`src/rtl/dpram_defs.sv`:
```
// Shared defaults for the 64x16 dual-port RAM and its pair-summer consumer,
// plus the scan FSM state encoding.
package dpram_defs;

  localparam int DPRAM_ADDR_W = 6;
  localparam int DPRAM_DATA_W = 16;
  localparam int DPRAM_DEPTH  = 64;

  typedef enum logic [1:0] {
    IDLE = 2'd0,
    SCAN = 2'd1,
    HOLD = 2'd2,
    DONE = 2'd3
  } state_t;

endpackage

```
`src/rtl/dual_port_ram_pair_summer.sv`:
```
// Scans mirrored RAM address pairs (a, DEPTH-1-a) and streams their sums over valid/ready.
// Optional XOR checksum of accepted sums is built only when PAIR_SUM_CHECKSUM_EN is defined.
module dual_port_ram_pair_summer
  import dpram_defs::*;
#(
  parameter int ADDR_W = DPRAM_ADDR_W,
  parameter int DATA_W = DPRAM_DATA_W,
  parameter int DEPTH  = DPRAM_DEPTH
) (
  input  logic              clockPulse,
  input  logic              resetN,
  input  logic              start,
  output logic [ADDR_W-1:0] firstAddr,
  output logic [ADDR_W-1:0] secondAddr,
  input  logic [DATA_W-1:0] firstData,
  input  logic [DATA_W-1:0] secondData,
  output logic [DATA_W:0]   sumOut,
  output logic              sumValid,
  input  logic              sumReady,
  output logic              busy,
  output logic              done,
  output logic [DATA_W:0]   checksum
);

  localparam logic [ADDR_W-1:0] LAST_IDX = ADDR_W'(DEPTH / 2 - 1);
  localparam logic [ADDR_W-1:0] TOP_ADDR = ADDR_W'(DEPTH - 1);

  state_t            state;
  logic [ADDR_W-1:0] idx;
  logic [DATA_W:0]   pair_sum;
  logic              accept_start;
  logic              handshake;

  // Addresses follow only the registered index, so they cannot move while a sum is held.
  assign firstAddr  = idx;
  assign secondAddr = TOP_ADDR - idx;

  assign pair_sum     = {1'b0, firstData} + {1'b0, secondData};
  assign accept_start = (state == IDLE) && start;
  assign handshake    = (state == HOLD) && sumValid && sumReady;

  // NOTE: all state below uses non-blocking assignments so every register samples
  // pre-edge values; blocking here would let one register see another's new value.
  always_ff @(posedge clockPulse or negedge resetN) begin
    if (!resetN) begin
      state    <= IDLE;
      idx      <= '0;
      sumOut   <= '0;
      sumValid <= 1'b0;
      busy     <= 1'b0;
      done     <= 1'b0;
    end else begin
      case (state)
        IDLE: begin
          done <= 1'b0;
          if (start) begin
            idx   <= '0;
            busy  <= 1'b1;
            state <= SCAN;
          end
        end
        SCAN: begin
          sumOut   <= pair_sum;
          sumValid <= 1'b1;
          state    <= HOLD;
        end
        HOLD: begin
          if (handshake) begin
            sumValid <= 1'b0;
            if (idx == LAST_IDX) begin
              done  <= 1'b1;
              state <= DONE;
            end else begin
              idx   <= idx + 1'b1;
              state <= SCAN;
            end
          end
        end
        DONE: begin
          // Index returns home so the idle address pair reads 0 / DEPTH-1.
          done  <= 1'b0;
          busy  <= 1'b0;
          idx   <= '0;
          state <= IDLE;
        end
        default: state <= IDLE;
      endcase
    end
  end

`ifdef PAIR_SUM_CHECKSUM_EN
  logic [DATA_W:0] checksum_q;

  always_ff @(posedge clockPulse or negedge resetN) begin
    if (!resetN) begin
      checksum_q <= '0;
    end else if (accept_start) begin
      checksum_q <= '0;
    end else if (handshake) begin
      checksum_q <= checksum_q ^ sumOut;
    end
  end

  assign checksum = checksum_q;
`else
  logic unused_ck;
  assign unused_ck = accept_start;
  assign checksum  = '0;
`endif

endmodule
```
`config.mk`:
```
export PLATFORM = sky130hd
export DESIGN_NAME = dual_port_ram_pair_summer
export DESIGN_NICKNAME = d
export VERILOG_FILES = /design/src/rtl/dpram_defs.sv /design/src/rtl/dual_port_ram_pair_summer.sv
export SDC_FILE = /design/constraint.sdc
export NUM_CORES = 1
export LEC_CHECK = 0
export BUFFER_PORTS_ARGS = -buffer_cell sky130_fd_sc_hd__buf_2
export CAP_MARGIN = 5
export CORE_ASPECT_RATIO = 1.5
export CORE_MARGIN = 8
export CORE_UTILIZATION = 49
export DETAILED_ROUTE_END_ITERATION = 16
export PLACE_DENSITY = 0.85
export SYNTH_ARGS = -nofsm -noshare
export SYNTH_HDL_FRONTEND = slang
export SYNTH_SLANG_ARGS = --single-unit
```
`constraint.sdc`:
```
create_clock -name clockPulse -period 2.3 [get_ports clockPulse]
set_input_delay 0.115 -clock clockPulse [delete_from_list [all_inputs] [get_ports clockPulse]]
set_output_delay 0.115 -clock clockPulse [all_outputs]
set_load 0.02 [all_outputs]
```
Word level (Yosys, flattened, before mapping)
Cells that the tools add are included.

word-level totals
  register bits = 28
  bits of input ports = 36

operators by class
  reduce and logical (&&, ||, !) cells = 13
  add/sub/neg operators = 3
  mux-type cells = 15
  equal/unequal tests = 8

operators by type and width
  operator               number
  $mux W6                3
  $pmux W6 S3            1
  $add A16 B16 Y17       1
  $pmux W2 S4            1
  $add A6 B1 Y6 const B  1
  $eq A6 B5 Y1 const B   1
  $mux W2                3
  $ne A2 B2 Y1 const B   3
  $pmux W1 S2            3
  $reduce_and A2 Y1      3
  $reduce_bool A2 Y1     3
  $sub A6 B6 Y6 const A  1
  $eq A2 B2 Y1 const B   2
  $mux W1                4
  $reduce_and A4 Y1      1
  $reduce_and A3 Y1      1
  $reduce_bool A3 Y1     1
  $eq A2 B1 Y1 const B   1
  $logic_and A1 B1 Y1    2
  $logic_not A2 Y1       1
  $ne A2 B1 Y1 const B   1
  $reduce_or A2 Y1       1

Depth between registers and ports, before layout
Gate-level depths: netlist of the first run.

  depth after elaboration = 5
  gate-level depth with buffers = 10

Worst setup path before layout of the first run
No wires, ideal clock.

  kind = input to register
  start = input port firstData[0]
  end = register sumOut[12]
  data required time = 2175 ps
  buffers on the path = 0
  setup slack = 363 ps
  setup time = 125 ps
  arrival time = 1812 ps
  stages = 8
  path through = ha_1 fa_1 a21oi_1 o21ai_1 a21oi_1 o21ai_1 xor2_1 mux2_2

between the ends
  longest elaborated chain between the ends = 1

RTL lines
  item                  RTL line                         text
  from (decl)           dual_port_ram_pair_summer.sv:15  input logic [DATA_W-1:0] firstData,
  $add A16 B16 Y17      dual_port_ram_pair_summer.sv:38  assign pair_sum = {1'b0, firstData} + {1'b0, secondData};
  to (signal assigned)  dual_port_ram_pair_summer.sv:63  sumOut <= pair_sum;
  to (decl)             dual_port_ram_pair_summer.sv:17  output logic [DATA_W:0] sumOut,

Every way passes these cells.
A chain may end at the register's enable or synchronous reset.

Final worst setup path of the first run
Ends and elaborated chain as after synthesis.

==> flow_summary.toml, run 1 <==
[critical_path]
start_kind = "primary input"
crit_path_end_kind = "flop"
worstPathRequired_ns = 2.46
crit_path_start = "firstData[0]"
cp_num_buf_inv = 1
r2r_setup_slack_ns = 0.28
path_max_fanout = 4
path_cells = "buf_2, ha_1, fa_1, a21oi_1, o21ai_1, a21oi_1, o21ai_1, xor2_1, mux2_2"
reg2reg_from = "state[0]$_DFFE_PN0P_"
r2r_end = "firstAddr[3]$_DFFE_PN0P_"
cp_num_cells = 9
critical-path-top-delay-family = "compound AO/OA/AOI/OAI gates"
reg2reg_depth = 8
crit_arrival_ns = 2.22
path_class = "in2reg"
crit_end = "sumOut[12]$_DFFE_PN0P_"
critical-path-slowest-cell = "fa_1"
slowest_delay_ns = 0.41

[power_and_ir_drop]
sw_frac_of_total = 0.443
pwr-share-seq = 0.320
finalPower_mw = 2.54
combPwrFrac = 0.559
p_sw_mw = 1.12
cellPowerDensity_nw_per_um2 = 985
leakagePower_nw = 1.29
pwr-share-clk = 0.121
p_int_mw = 1.41
ir_drop_mv = 0.731

[placement]
dp_cells = 346
port_buffers = 67
place_congestion = 0.815
hpwl_um = 4390

[floorplan]
ioPinCount = 85
die_height_um = 98.3
dieArea_um2 = 6960
fp.dieW_um = 70.9
coreArea_um2 = 4430
num_rows = 30
start_util = 0.499

[synth]
synth_async_sr_flop_share = 1.00
synth_area_um2 = 2210
synth-edff-count = 0
syn_inst = 237
synth-seq-area-share = 0.317
synth_cell_type_count = 57
netlist.top_cell.by_area = "dfrtp_1"
synth-main-ff-cell = "dfrtp_1"
synth_area_per_cell_um2 = 9.33
yosys_warnings = 0
synth_area_leaders = "dfrtp_1, ha_1, buf_4"
synth_top_area_frac = 0.317
ys_ff_latch = 28

[routing]
antenna_left = 0
drc = 0
vias = 1910
drt-initial-drc-count = 60
drt-wirelength-per-cell_um = 15.3
via_per_inst = 5.44
wl_um = 5370
drtPass1Iterations = 4

[clock_tree]
cts_buffer_depth = 2
htreeDepth = 1
clkSinkCount = 28
clkTransAtPathRegs_ns = 0.09
cts_tree = "done"
cts_setup_buffers = 0
cts_root_buffer = "clkbuf_8"
cts-buffers-inserted = 3
clk_latency_ns = 0.28

[grt]
grt_antenna_before_repair = 0
grt.total_usage = 0.158
grt_pass1_vias = 2020
overflow = 0
grt_start_max_net_pins = 29
grt_pass1_wl_um = 9140

[timing]
final-hold-violation-count = 0
relSlewSlack = 0.564
hold_ws_ns = 0.0705
worstMarginPinSlew_ns = 0.655
drv_slew = 0
finalSetupTns_ns = 0
fin_crit_ns = 2.06
period_share = 0.896
finClkSkew_ns = 0.00819
rsz0062_at_grt = "no"
setup_viol = 0
fmax_mhz = 485

[final_layout]
nets = 363
utilization = 0.581
syn2layout_area_growth_pct = 16.4
diodes = 0
layout-drive-gt1-share = 0.330
fin_cells = 351

[worst_hold_path]
hp-start = "sumReady"
worstHoldPathType = "in2reg"

[job]
drv_cap = 0

[outcome]
status = "finished, final reports clean"
-- repair_timing --
action | 4_1_cts | 5_1_grt
endpoints found under the setup margin | 0 | 2
hold buffers | 1 | 0
resized for setup | 0 | 2
endpoints found under the hold margin | 28 | 0
-- power by group through the flow --
stage | clock network, mW | registers, mW | logic [mW]
6_report | 0.306 | 0.813 | 1.42
3_3_place_gp | 0 | 0.813 | 1.38
5_1_grt | 0.342 | 0.846 | 1.56
4_1_cts | 0.320 | 0.814 | 1.42
2_1_floorplan | 0 | 1.03 | 0.825
3_5_place_dp | 0 | 0.823 | 1.41
-- cells in the final DEF (no fill, tap or decap), types with 5 or more instances in the layout --
cell     instances
a21o_1           6
o21ai_0         12
dfrtp_1         28
nor2_1           8
ha_1            21
nand3_1          9
buf_2           67
mux2_2          10
conb_1          17
nand4_1          5
inv_1           17
nand2_1         22
a21oi_1         15
xnor2_1          5
-- cells by family (layout without fill, tap and decap cells) --
group	count (synthesis)	count (layout)	synth area share
compound gates	64	64	0.210
simple gates	61	61	0.143
buf+inv	41	91	0.109
flops	28	28	0.317
fa+ha+maj	23	23	0.133
mux	10	10	0.0509
xor+xnor	9	9	0.0356
other cells	1	17	0.00170
-- cells in the mapped netlist (2+ instances only) --
library cell / n
inv_1: 17
o21ai_1: 3
xor2_1: 4
dfrtp_1: 28
ha_1: 22
o211ai_1: 2
xnor2_1: 5
a21o_1: 6
buf_4: 18
a21oi_2: 2
nand2_1: 22
nor2b_1: 2
o21a_1: 2
nor3_1: 2
o211ai_2: 2
mux2_2: 10
nand3_1: 9
nand4_1: 5
o21ai_0: 12
nor2_1: 8
a22o_1: 4
a21oi_1: 15
or3_1: 3
-- how the worst min path moves through the flow --
| stage | endpoint | slack [ns] | cells past startpoint |
|---|---|---|---|
| 3_5_place_dp | sumOut[0]$_DFFE_PN0P_ | 0.18 | 1 |
| 3_3_place_gp | sumOut[0]$_DFFE_PN0P_ | 0.18 | 1 |
| 2_1_floorplan | busy$_DFFE_PN0P_ | -0.18 | 0 |
| 4_1_cts | sumValid$_DFFE_PN0P_ | 0.06 | 2 |
| 5_1_grt | sumValid$_DFFE_PN0P_ | 0.06 | 2 |
| 6_report | sumValid$_DFFE_PN0P_ | 0.07 | 2 |
-- routing by layer --
metal	vias to the layer above	wire, um	track usage
li1	947	-	-
met5	-	0	0
met1	907	2040	0.157
met4	0	113	0.0692
met3	6	299	0.0328
met2	50	2910	0.301
-- metrics by stage --
step	worst slack (ns)	area, um^2
after floorplan	0.363	2270
after global placement	0.0867	2500
after detailed placement	-0.00117	2500
after CTS	0.0866	2570
after global routing	0.0978	2570
final	0.239	2570
-- registers in the layout, indices dropped and copies added, names as in the netlist --
register / flops
busy: 1
done: 1
firstAddr: 6
state: 2
sumOut: 17
sumValid: 1
-- area by class of cell --
class / instances / area (um^2)
sequential: 28 / 701
tap: 48 / 60.1
inverter: 17 / 63.8
multi-input combinational: 184 / 1340
fill: 384 / 1850
timing repair buffer: 70 / 360
clock buffer: 4 / 55.1
Power figures use the tool's default switching activity.
==> inputs of run 2 (changes only) <==
- PLACE_DENSITY: 0.85 -> unset
- PLACE_DENSITY_LB_ADDON: unset -> 0.12
==> run 2 against run 1 <==
  * Largest power group unchanged
  * Critical endpoint is now firstAddr[3]$_DFFE_PN0P_
  * Design area rose by 0.44%
  * Combinational power barely moved
  * Register-to-register slack got worse by 0.06 ns
==> flow_summary.toml, run 2 (synthesized netlist as in run 1, its figures left out) <==
[timing]
finClkSkew_ns = 0.00403
setup_viol = 0
fmax_mhz = 480
final-hold-violation-count = 0
fin_ws_ns = 0.216
finalSetupTns_ns = 0
rsz0062_at_grt = "no"
drv_slew = 0
relSlewSlack = 0.578
period_share = 0.906
fin_crit_ns = 2.08
worstMarginPinSlew_ns = 0.633

[clock_tree]
clkTransAtPathRegs_ns = 0.09
hold_buffers = 1
cts_root_buffer = "clkbuf_8"
cts_setup_buffers = 0
cts_resized = 0
clk_latency_ns = 0.27
cts_tree = "done"
clkSinkCount = 28
cts-buffers-inserted = 3
htreeDepth = 1
cts_buffer_depth = 2

[critical_path]
crit_arrival_ns = 2.30
slowest_delay_ns = 0.53
path_max_fanout = 10
start_kind = "flop"
path_class = "reg2reg"
worstPathRequired_ns = 2.52
path_cells = "inv_1, ha_1, nor2b_1, a21oi_4, or3b_1, nor3_2, a21o_1, a22o_1"
crit_path_end_kind = "flop"
critical-path-slowest-cell = "or3b_1"

[final_layout]
syn2layout_area_growth_pct = 16.9
nets = 367
largest_reg_flops = 17
layout-drive-gt1-share = 0.330
final_cell_mix = "buf_2, dfrtp_1, nand2_1, ha_1"
diodes = 0
final_common_cell = "buf_2"
top_register = "sumOut"

[job]
drv_cap = 0

[floorplan]
fp.dieW_um = 70.9
die_height_um = 98.3
num_rows = 30
start_util = 0.499
ioPinCount = 85
dieArea_um2 = 6960
coreArea_um2 = 4430

[worst_hold_path]
worstHoldPathType = "in2reg"

[routing]
via_per_inst = 5.46
drc = 0
drtPass1Iterations = 4
drt-initial-drc-count = 101
vias = 1932
antenna_left = 0
drt-wirelength-per-cell_um = 14.7
wl_um = 5200

[grt]
grt_antenna_before_repair = 0
grt.total_usage = 0.153
grt_pass1_wl_um = 8900
overflow = 0
grt_pass1_vias = 2036
grt_start_max_net_pins = 29

[power_and_ir_drop]
leakagePower_nw = 1.30
cellPowerDensity_nw_per_um2 = 962
ir_drop_mv = 0.558

[outcome]
status = "finished, final reports clean"

[placement]
hpwl_um = 4250
place_ws_ns = 0.159
port_buffers = 67
place_congestion = 0.847
==> run 2: changes by cell type in the layout (fill, tap and decap cells not counted) <==
cell      before  now
buf_4          2    6
clkbuf_8       4    3
ha_1          21   22
ha_2           1    0
or3b_1         0    1
or3b_4         1    0
==> run 2: routing by layer <==
layer,wire length (um),vias up,part of all wire,global-route usage
li1,-,957,-,-
met3,343,10,0.066,0.0359
met1,1980,906,0.38,0.157
met4,124,0,0.024,0.0676
met5,0,-,0,0
met2,2760,59,0.53,0.283
==> run 2: power breakdown <==
part / total (mW) / switching, mW / internal (mW)
clock network: 0.262 / 0.145 / 0.118
logic: 1.41 / 0.841 / 0.570
registers: 0.817 / 0.125 / 0.691
total: 2.49 / 1.11 / 1.38
==> run 2: metrics by stage <==
step / hold slack, ns / util / std cells / power, mW / instance area (um^2)
5_1_grt: 0.0568 / 0.584 / 354 / 2.70 / 2590
3_3_place_gp: 0.180 / 0.572 / 350 / 2.22 / 2530
6_report: 0.0718 / 0.584 / 354 / 2.49 / 2590
3_5_place_dp: 0.183 / 0.572 / 350 / 2.25 / 2530
4_1_cts: 0.0592 / 0.584 / 354 / 2.53 / 2590
2_1_floorplan: -0.181 / - / 253 / 1.86 / 2270
==> run 2: path summary, 6_finish.rpt <==
path / start / to / slack [ns] / cells after the start
max: state[0]$_DFFE_PN0P_ / firstAddr[3]$_DFFE_PN0P_ / 0.22 / 8
min: sumReady / sumValid$_DFFE_PN0P_ / 0.07 / 2
max reg2reg: state[0]$_DFFE_PN0P_ / firstAddr[3]$_DFFE_PN0P_ / 0.22 / 8
min reg2reg: sumOut[7]$_DFFE_PN0P_ / sumOut[7]$_DFFE_PN0P_ / 0.50 / 1
max in group asynchronous: resetN / state[0]$_DFFE_PN0P_ / 1.50 / 2
min in group asynchronous: resetN / busy$_DFFE_PN0P_ / 0.39 / 2
==> run 2: worst max-delay path, delay by kind of cell, from the launching register on <==
family | cells | cell delay (ns)
compound gates | 3 | 0.38
buf+inv | 1 | 0.11
flops | 1 | 0.43
fa+ha+maj | 1 | 0.21
simple gates | 3 | 0.90
==> run 2: area by class of cell <==
type                            count  area [um^2]
Clock buffer                        3         41.3
Inverter                           17         63.8
Tap cell                           48         60.1
Multi-Input combinational cell    184         1330
Timing Repair Buffer               74          390
Fill cell                         428         1840
Sequential cell                    28          701
